File: src/rtl/spi_pkg.sv
// Shared SPI definitions: shifter state encoding and default transfer width.
// Used by both the master controller and the data-path shifter.
package spi_pkg;

    localparam int DATA_W_DEF = 8;

    typedef enum logic [1:0] {
        IDLE   = 2'd0,
        LOADED = 2'd1,
        SHIFT  = 2'd2
    } spi_state_t;

endpackage

File: src/rtl/spi_bit_reverse.sv
// Optional bit-order reversal between SPDR order and the MSB-first shift register.
// Combinational, zero latency; no flow control.
module spi_bit_reverse #(
    parameter int DATA_W = 8
) (
    input  logic              en,
    input  logic [DATA_W-1:0] din,
    output logic [DATA_W-1:0] dout
);

    always_comb begin
        dout = din;
        if (en) begin
            for (int i = 0; i < DATA_W; i++) begin
                dout[i] = din[DATA_W-1-i];
            end
        end
    end

endmodule

File: src/rtl/spi_master_shifter.sv
// SPI master shifter: serialises one byte on MOSI/SCK and captures MISO into rx_data.
// Latency: load -> first SCK edge on the first qualifying tick after LOADED; last edge -> done 1 cycle.
// Backpressure: Shifter_en low freezes all shift state; loads while busy are dropped and flagged on WCOL.
module spi_master_shifter
    import spi_pkg::*;
#(
    parameter int DATA_W = DATA_W_DEF
) (
    input  logic              clk,
    input  logic              rst,
    input  logic              SPE,
    input  logic              MSTR,
    input  logic              CPOL,
    input  logic              CPHA,
    input  logic              LSBFE,
    input  logic              Reg_write_en,
    input  logic [DATA_W-1:0] tx_data,
    input  logic              Shifter_en,
    input  logic              M_BaudRate,
    input  logic              MISO,
    output logic              SCK,
    output logic              MOSI,
    output logic              sck_oe,
    output logic              mosi_oe,
    output logic [DATA_W-1:0] rx_data,
    output logic              done,
    output logic              busy,
    output logic              WCOL
);

    localparam int CNT_W = $clog2(2*DATA_W) + 1;
    localparam logic [CNT_W-1:0] EDGES     = CNT_W'(2*DATA_W);
    localparam logic [CNT_W-1:0] LAST_EDGE = CNT_W'(2*DATA_W-1);

    spi_state_t        state_q, state_d;
    logic              cpha_q, cpha_d;
    logic              lsbfe_q, lsbfe_d;
    logic              done_q, done_d;
    logic              busy_q, busy_d;
    logic              wcol_q, wcol_d;
    logic [CNT_W-1:0]  edge_cnt_q, edge_cnt_d;
    logic [DATA_W-1:0] shift_reg_q, shift_reg_d;
    logic              sample_q, sample_d;
    logic              sck_q, sck_d;
    logic              mosi_q, mosi_d;
    logic [DATA_W-1:0] rx_data_q, rx_data_d;

    logic [DATA_W-1:0] tx_ordered;
    logic [DATA_W-1:0] rx_ordered;
    logic              tick;

    // The shift register always runs MSB-first; LSB-first transfers are reversed at load and unload.
    spi_bit_reverse #(.DATA_W(DATA_W)) u_tx_rev (
        .en   (LSBFE),
        .din  (tx_data),
        .dout (tx_ordered)
    );

    spi_bit_reverse #(.DATA_W(DATA_W)) u_rx_rev (
        .en   (lsbfe_q),
        .din  (shift_reg_q),
        .dout (rx_ordered)
    );

    assign tick = M_BaudRate & Shifter_en;

    always_comb begin
        state_d     = state_q;
        cpha_d      = cpha_q;
        lsbfe_d     = lsbfe_q;
        done_d      = 1'b0;
        wcol_d      = 1'b0;
        edge_cnt_d  = edge_cnt_q;
        shift_reg_d = shift_reg_q;
        sample_d    = sample_q;
        sck_d       = sck_q;
        mosi_d      = mosi_q;
        rx_data_d   = rx_data_q;

        if (!SPE) begin
            state_d    = IDLE;
            sck_d      = CPOL;
            edge_cnt_d = '0;
        end else begin
            case (state_q)
                IDLE: begin
                    cpha_d  = CPHA;
                    lsbfe_d = LSBFE;
                    sck_d   = CPOL;
                    if (Reg_write_en) begin
                        state_d     = LOADED;
                        shift_reg_d = tx_ordered;
                        edge_cnt_d  = '0;
                        mosi_d      = tx_ordered[DATA_W-1];
                    end
                end
                LOADED: begin
                    wcol_d = Reg_write_en;
                    if (Shifter_en) begin
                        state_d = SHIFT;
                    end
                end
                SHIFT: begin
                    wcol_d = Reg_write_en;
                    if (edge_cnt_q == EDGES) begin
                        state_d    = IDLE;
                        done_d     = 1'b1;
                        rx_data_d  = rx_ordered;
                        edge_cnt_d = '0;
                    end else if (tick) begin
                        sck_d      = ~sck_q;
                        edge_cnt_d = edge_cnt_q + CNT_W'(1);
                        if (!edge_cnt_q[0]) begin
                            // Leading edge: CPHA=1 presents the next bit, CPHA=0 captures MISO.
                            if (cpha_q) begin
                                mosi_d = shift_reg_q[DATA_W-1];
                            end else begin
                                sample_d = MISO;
                            end
                        end else begin
                            if (cpha_q) begin
                                shift_reg_d = {shift_reg_q[DATA_W-2:0], MISO};
                            end else begin
                                shift_reg_d = {shift_reg_q[DATA_W-2:0], sample_q};
                                if (edge_cnt_q != LAST_EDGE) begin
                                    mosi_d = shift_reg_q[DATA_W-2];
                                end
                            end
                        end
                    end
                end
                default: state_d = IDLE;
            endcase
        end

        busy_d = (state_d != IDLE);
    end

    always_ff @(posedge clk or negedge rst) begin
        if (!rst) begin
            state_q <= IDLE;
            cpha_q  <= 1'b0;
            lsbfe_q <= 1'b0;
            done_q  <= 1'b0;
            busy_q  <= 1'b0;
            wcol_q  <= 1'b0;
        end else begin
            state_q <= state_d;
            cpha_q  <= cpha_d;
            lsbfe_q <= lsbfe_d;
            done_q  <= done_d;
            busy_q  <= busy_d;
            wcol_q  <= wcol_d;
        end
    end

    always_ff @(posedge clk or negedge rst) begin
        if (!rst) begin
            edge_cnt_q <= '0;
        end else begin
            edge_cnt_q <= edge_cnt_d;
        end
    end

    always_ff @(posedge clk or negedge rst) begin
        if (!rst) begin
            shift_reg_q <= '0;
            sample_q    <= 1'b0;
            sck_q       <= 1'b0;
            mosi_q      <= 1'b0;
            rx_data_q   <= '0;
        end else begin
            shift_reg_q <= shift_reg_d;
            sample_q    <= sample_d;
            sck_q       <= sck_d;
            mosi_q      <= mosi_d;
            rx_data_q   <= rx_data_d;
        end
    end

    assign SCK     = sck_q;
    assign MOSI    = mosi_q;
    assign sck_oe  = SPE & MSTR;
    assign mosi_oe = SPE & MSTR;
    assign rx_data = rx_data_q;
    assign done    = done_q;
    assign busy    = busy_q;
    assign WCOL    = wcol_q;

endmodule

File: config.mk
export PLATFORM = sky130hd
export DESIGN_NAME = spi_master_shifter
export DESIGN_NICKNAME = d
export VERILOG_FILES = /design/src/rtl/spi_pkg.sv /design/src/rtl/spi_bit_reverse.sv /design/src/rtl/spi_master_shifter.sv
export SDC_FILE = /design/constraint.sdc
export NUM_CORES = 1
export LEC_CHECK = 0
export CAP_MARGIN = 25
export CORE_AREA = 5 5 73 75
export CTS_CLUSTER_SIZE = 20
export DETAILED_ROUTE_END_ITERATION = 10
export DIE_AREA = 0 0 78 80
export GPL_TIMING_DRIVEN = 0
export HOLD_SLACK_MARGIN = 0.15
export PLACE_DENSITY = 0.76
export SETUP_SLACK_MARGIN = 0.1
export SLEW_MARGIN = 20
export SYNTH_ARGS = -nofsm -noshare
export SYNTH_HDL_FRONTEND = slang
export SYNTH_SLANG_ARGS = --single-unit
File: constraint.sdc
create_clock -name clk -period 2 [get_ports clk]
set_input_delay 0.5 -clock clk [delete_from_list [all_inputs] [get_ports clk]]
set_output_delay 0.5 -clock clk [all_outputs]
set_load 0.05 [all_outputs]
* Yosys cells after proc, flatten, opt, wreduce, memory -nomap -nowiden
Index checks and enable logic that the tools add are counted.
** Storage, ports and cells
- Register bits :: 31
- Input bits :: 19
** Operators by class
- Add/subtract/negate cells :: 1
- Eq/ne operators :: 16
- Mux-type cells :: 35
- Bitwise operators :: 6
- Reductions and logical operators :: 11
** Operators by type and width (count)
- $mux W8 :: 6
- $mux W5 :: 4
- $ne A3 B3 Y1 const B :: 6
- $mux W1 :: 16
- $pmux W8 S2 :: 1
- $reduce_and A6 Y1 :: 2
- $pmux W5 S2 :: 1
- $reduce_and A3 Y1 :: 3
- $mux W2 :: 4
- $ne A2 B2 Y1 const B :: 4
- $reduce_and A8 Y1 :: 1
- $pmux W2 S3 :: 1
- $add A5 B1 Y5 const B :: 1
- $eq A5 B5 Y1 const B :: 1
- $ne A5 B4 Y1 const B :: 1
- $ne A4 B4 Y1 const B :: 1
- $not A1 Y1 :: 4
- $pmux W1 S2 :: 2
- $reduce_bool A2 Y1 :: 2
- $ne A3 B1 Y1 const B :: 1
- $and A1 B1 Y1 :: 2
- $eq A2 B1 Y1 const B :: 1
- $eq A2 B2 Y1 const B :: 1
- $logic_not A2 Y1 :: 1
- other kinds (2) :: 2

* Logic depth before layout (Yosys ltp)
Gate-level depths: netlist (run 1).
- Depth in word-level cells :: 7
- Mapped depth :: 9

* Hierarchy
A second synthesis (run 1) with hierarchy kept.
** Unflattened totals
- Cell total of the unflattened synthesis :: 150
- Area total of the unflattened synthesis :: 1905.6 µm²
** By module, submodules not included
- spi_master_shifter :: instances 1, cells an instance 132, area an instance 1642.8 µm²
- spi_bit_reverse :: instances 2, cells an instance 9, area an instance 131.4 µm²

* Least setup slack after synthesis (run 1)
Ideal clock, no wire load.
- Kind :: register to register
- Start point :: reg edge_cnt_q[0]
- End point :: reg sample_q
- Data arrival time :: 1802 ps
- Required time :: 1873 ps
- Slack :: 71 ps
- Stages on the path, launching flop included :: 8
- Path buffers :: 1
- Period minus slack after synthesis :: 1929 ps
- Cells stage by stage :: dfrtp_1 -> buf_2 -> inv_1 -> ha_1 -> and4bb_4 -> nand3b_4 -> or4_1 -> mux2_1
** Between the ends
- Word-level cells in the longest chain between the ends :: 3
- Elaborated cells between the ends (all ways) :: 4
- Those cells by class :: 1 x eq/ne; 2 x bitwise; 1 x reduce/logical
** RTL lines
- from (decl) :: line spi_master_shifter.sv:41 : logic [CNT_W-1:0] edge_cnt_q, edge_cnt_d;
- from (signal assigned) :: line spi_master_shifter.sv:161 : edge_cnt_q <= edge_cnt_d;
- $eq A5 B5 Y1 :: line spi_master_shifter.sv:105 : if (edge_cnt_q == EDGES) begin
- $not A1 Y1 (no source line)
- $reduce_and A6 Y1 (no source line) *
- to (signal assigned) :: line spi_master_shifter.sv:174 : sample_q <= sample_d;
- to (decl) :: line spi_master_shifter.sv:43 : logic sample_q, sample_d;
Mark *: on every way between the ends. The rest lies on a longest branch, timed or not.
A chain may end at the register's enable or synchronous reset.

* Final worst setup path (run 1)
Ends and elaborated chain as after synthesis.

==> impl_metrics.ini, run 1 <==
[power]
vdd_drop_max_v = 0.000303
power.leakage_nw = 1.18
power-per-cell-area_mw_per_mm2 = 792

[worst_setup_path]
arrival_ns = 2.09
crit_slowest_cell = or4_4
critPathKind = flop to flop
critPathBufInv = 2
worstSetupEndpointType = flop
cpPeakStageDelay_ns = 0.42
cp.required_ns = 2.17
path_max_fanout = 4
path_cells = buf_6 -> inv_1 -> ha_1 -> and4bb_4 -> nand3b_4 -> or4_4 -> mux2_4
cp_top_family = simple AND/OR/NAND/NOR gates
cp-start-kind = flop
regToRegSetupSlack_ns = 0.08

[logic_synthesis]
synth_fp_nets = 201
yosys.area.top_type_share_pct = 43.9
synth_xor_area_share_pct = 0
avgSynthCellArea_um2 = 10.1
muxShareOfSynthArea_pct = 17.2
synth-seq-cells = 31
ys.flop_type = dfrtp_1
synth_top_family_by_area = multiplexers
synth_area_leaders = dfrtp_1 (44%), mux2i_1 (10%), mux2_2 (6.4%), ha_1 (5.0%), a21oi_1 (3.4%)
async_reset_ff_share_pct = 100
synth-compound-area-share_pct = 13.1
synth-simple-area-share_pct = 16.4
yosys_warnings = 0
yosysSeqAreaShare_pct = 43.9
ys_types = 38
synth_commonest_cells = dfrtp_1 (31), mux2i_1 (18), nor2_1 (15), a21oi_1 (12)
synth_cells = 175
synthAdderAreaFrac_pct = 4.95
synth_edf_count = 0
yosys.area.top_type = dfrtp_1
syn_area_mm2 = 0.00177
synthMostInstantiatedCell = dfrtp_1

[min_path]
hp-class = input port to async pin

[cells_and_area]
finalNonFillerCells = 277
multi_input_area_um2 = 991
diodes = 0
drive_above_1_share_pct = 25.1
fill_cells = 408
fin_util_pct = 52.1
area_delta_synth_final_pct = 35.5
final_nets = 248
ff_latch_area_um2 = 777

[place]
place_inst = 261
port_buffers = 32
gp_congestion = 0.812
hpwl_um = 2840

[clocking]
cts_made_buffers = 5
htreeDepth = 2
tritoncts = yes
cts-root-buf = clkbuf_8
clk_pin_slew_ns = 0.07
holdBufCountCts = 0
clkLatencyLatePin_ns = 0.28
cts_max_path_buffers = 2
clock-sinks = 31

[timing]
rsz0062_at_grt = true
fin_crit_ns = 1.92
fin_crit_sh_pct = 96.2
fmax_mhz = 520
slew_viol_final = 0
fin_worst_skew_ns = 0.00764
hold_viol = 0
slew_headroom_pct = 51.6
setup_viol = 0
tightest_slew_ns = 0.725

[run]
drv_cap = 0

[detailed_routing]
antenna_violating_nets_post_route = 0
wl_per_cell_um = 15.3
drt-initial-drc-count = 89
wirelength_um = 4250
first_pass_iters = 4
vias_per_cell = 5.39
drc = 0
dr_total_vias = 1493

[floorplan]
rows = 25
die_area_mm2 = 0.00624
die_h_um = 80
num_io_pins = 34
coreArea_mm2 = 0.00460
die_w_um = 78
initial_utilization_pct = 38.4

[global_route]
grt_antenna_before_repair = 0
grt_max_degree = 32
grt_pass1_wl_um = 6720
grtUsageTotal_pct = 13.6
first_global_vias = 1424
overflow = 0

[outcome]
status = complete, no violations
## power breakdown
part / internal (mW) / switching (mW) / total [mW]
Combinational: 0.242 / 0.279 / 0.521
Sequential: 0.723 / 0.101 / 0.823
Clock: 0.313 / 0.240 / 0.553
Total: 1.28 / 0.620 / 1.90
## layout make-up
class / instances / share of cell area, %
inverters: 8 / 1.25
clock buffers: 7 / 4.02
multi-input cells: 126 / 41.4
clock inverters: 1 / 0.313
plain buffers: 10 / 2.77
well taps: 54 / 2.82
repair buffers: 40 / 15.0
flip-flops and latches: 31 / 32.4
## metrics by stage
step | setup slack [ns] | total power, mW | hold slack, ns | area [um2] | setup TNS (ns)
floorplan | 0.101 | 1.15 | 0.204 | 1770 | 0
finish | 0.0758 | 1.90 | 0.272 | 2400 | 0
global placement | -0.815 | 1.30 | 0.474 | 2160 | -10.99
global route | 0.0294 | 1.99 | 0.303 | 2400 | 0
CTS | 0.0636 | 1.88 | 0.281 | 2320 | 0
detailed placement | -0.812 | 1.32 | 0.489 | 2150 | -5.91
## cell families after synthesis
kind of cell,Yosys count
compound gates,38
buf+inv,18
simple gates,52
mux,29
flops,31
fa+ha+maj,7
## path summary, 6_finish.rpt
check,start,endpoint,depth (start not counted)
max,edge_cnt_q[0],sample_q,7
min,rst,rx_data[2],1
max reg2reg,edge_cnt_q[0],sample_q,7
min reg2reg,sample_q,sample_q,1
max in group asynchronous,rst,state_q[0],1
min in group clk,sample_q,sample_q,1
## sequential cells by signal, summed over array words and instances, names as in the netlist
name / count
WCOL: 1
busy: 1
cpha_q: 1
shift_reg_q: 8
rx_data: 8
SCK: 1
lsbfe_q: 1
edge_cnt_q: 5
state_q: 2
MOSI: 1
done: 1
sample_q: 1
## layer usage
metal  track usage [%]  vias up  share of wire, %
met5                 0        -                 0
met4              5.74        0               1.8
met3              3.50        8               4.0
met2              22.9       43                50
met1              16.3      726                45
li1                  -      716                 -
## worst reg2reg max path, stage by stage, from the launching register on
cell and delay (ns):
dfrtp_1 0.37, buf_6 0.11, inv_1 0.03, ha_1 0.18
and4bb_4 0.22, nand3b_4 0.16, or4_4 0.42, mux2_4 0.31
## cell usage in the layout (no fill, tap or decap), types with 3 or more instances in the layout
cell	n
a21oi_1	11
and3_1	4
buf_2	4
buf_4	10
buf_6	3
clkbuf_8	7
clkdlybuf4s50_1	15
dfrtp_1	30
dlygate4sd2_1	13
ha_1	5
inv_1	8
mux2_2	10
mux2i_1	18
nand2_1	10
nand2b_1	6
nor2_1	15
o21ai_0	9
## repair_timing
| action | CTS | global route |
|---|---|---|
| pin swaps | 6 | 2 |
| endpoints found under the setup margin | 28 | 17 |
| gates cloned | 0 | 0 |
| setup buffers | 5 | 3 |
| resized for setup | 38 | 17 |
(Power assumes the default switching activity.)
==> run 2, diff against run 1 <==
--- a/config.mk
+++ b/config.mk
@@ -6,10 +6,10 @@
 export NUM_CORES = 1
 export LEC_CHECK = 0
 export CAP_MARGIN = 25
-export CORE_AREA = 5 5 73 75
+export CORE_AREA = 5 5 66 83
 export CTS_CLUSTER_SIZE = 20
 export DETAILED_ROUTE_END_ITERATION = 10
-export DIE_AREA = 0 0 78 80
+export DIE_AREA = 0 0 71 88
 export GPL_TIMING_DRIVEN = 0
 export HOLD_SLACK_MARGIN = 0.15
 export PLACE_DENSITY = 0.76
==> impl_metrics.ini, run 2 (synthesis gave the netlist of run 1 again) <==
[timing]
fin_crit_ns = 1.89
slew_viol_final = 0
whs_ns = 0.257
setup_viol = 0
fmax_mhz = 528
hold_viol = 0
slew_headroom_pct = 53.4
rsz0062_at_grt = true
tightest_slew_ns = 0.699
fin_worst_skew_ns = 0.00721
fin_ws_ns = 0.107
fin_crit_sh_pct = 94.6

[clocking]
clkLatencyLatePin_ns = 0.28
clk_pin_slew_ns = 0.07
cts-root-buf = clkbuf_8
holdBufCountCts = 0
clock-sinks = 31
tritoncts = yes
cts_made_buffers = 5
cts_max_path_buffers = 2
htreeDepth = 2

[global_route]
overflow = 0
grt_max_degree = 32
grt_antenna_before_repair = 0
grtUsageTotal_pct = 13.4
first_global_vias = 1452
grt_pass1_wl_um = 6610

[run]
drv_cap = 0

[power]
finalPower_mw = 1.98
vdd_drop_max_v = 0.000526
power.leakage_nw = 1.18
power-per-cell-area_mw_per_mm2 = 815

[cells_and_area]
fill_cells = 428
layout_commonest_cell = dfrtp_1
area_delta_synth_final_pct = 37.6
final_cell_mix = dfrtp_1 (30), mux2i_1 (18), nor2_1 (15), clkdlybuf4s50_1 (15), dlygate4sd2_1 (14)
finalNonFillerCells = 285
fin_area_mm2 = 0.00243
final_nets = 250
diodes = 0
drive_above_1_share_pct = 26.7

[place]
port_buffers = 32
place_inst = 267
gp_congestion = 0.819
dpl-instance-area_mm2 = 0.00216
dpl_worst_slack_ns = -0.795
hpwl_um = 2870

[floorplan]
coreArea_mm2 = 0.00462
num_io_pins = 34
die_h_um = 88
rows = 28
die_area_mm2 = 0.00625
initial_utilization_pct = 38.2
die_w_um = 71

[worst_setup_path]
cp_top_family = simple AND/OR/NAND/NOR gates
reg2regPathDepth = 7
critPathKind = flop to flop
worstReg2RegEnd = sample_q
path_cells = buf_6 -> inv_4 -> ha_4 -> and4bb_4 -> nand3b_4 -> or4_4 -> mux2_4
cp-start-kind = flop
cp-startpoint = edge_cnt_q[0]
critPathBufInv = 2
worstSetupEndpointType = flop
regToRegSetupSlack_ns = 0.11
cpPeakStageDelay_ns = 0.42
arrival_ns = 2.06
r2r_start = edge_cnt_q[0]
path_max_fanout = 5
crit_slowest_cell = or4_4
cp.required_ns = 2.16

[detailed_routing]
wirelength_um = 4140
drt-initial-drc-count = 60
vias_per_cell = 5.15
first_pass_iters = 4
antenna_violating_nets_post_route = 0
wl_per_cell_um = 14.5
drc = 0
dr_total_vias = 1469

[outcome]
status = complete, no violations

[min_path]
hp-class = input port to async pin
## run 2: cell types whose count changed in the layout (fill, tap and decap cells not counted), sizes merged
cell,previous run,this run
clkinv,0,1
bufinv,0,1
dlymetal6s2s,1,0
dlygate4sd2,13,14
clkinvlp,1,0
buf,17,18
## run 2: cell type report
cell class	count	area (um2)	share of cell area, %
well taps	60	75.1	3.09
flip-flops and latches	31	777	31.9
clock buffers	6	82.6	3.40
clock inverters	2	35.0	1.44
repair buffers	42	369	15.2
multi-input cells	126	990	40.7
inverters	8	32.5	1.34
plain buffers	10	71.3	2.93
## run 2: per-stage QoR
step	TNS [ns]	utilization (%)
2_1_floorplan	0	-
3_5_place_dp	-5.47	46.7
4_1_cts	0	50.5
6_report	0	52.6
3_3_place_gp	-11.03	46.8
5_1_grt	0	52.6
## run 2: power by group
group / switching, mW / internal [mW] / leakage, nW
Sequential: 0.105 / 0.723 / 0.402
Clock: 0.236 / 0.403 / 0.0612
Combinational: 0.266 / 0.250 / 0.717
## run 2: per-layer routing
metal	vias to the layer above	part of all wire, %	global-route usage (%)
li1	719	-	-
met4	0	1.0	4.27
met2	43	54	23.9
met1	701	40	15.2
met3	6	5.3	4.25
met5	-	0	0
## run 2: worst max-delay path by stage
stage          endpoint  slack [ns]  cells after the start
3_5_place_dp     sck_oe       -0.79                      5
2_1_floorplan  sample_q        0.10                      7
6_report       sample_q        0.11                      7
5_1_grt        sample_q        0.06                      6
3_3_place_gp     sck_oe       -0.78                      5
4_1_cts        sample_q        0.06                      7
## run 2: what timing repair did
action,in CTS,in global routing
pin swaps,6,3
setup endpoints to repair,29,22
buffers inserted,6,4
resized for setup,36,22
## run 2: worst reg2reg max path, delay by kind of cell, from the launching register on
| family | cells | cell delay, ns |
|---|---|---|
| multiplexers | 1 | 0.31 |
| buffers and inverters | 2 | 0.15 |
| adder cells (fa/ha/maj) | 1 | 0.14 |
| flip-flops | 1 | 0.37 |
| AND/OR/NAND/NOR | 3 | 0.82 |
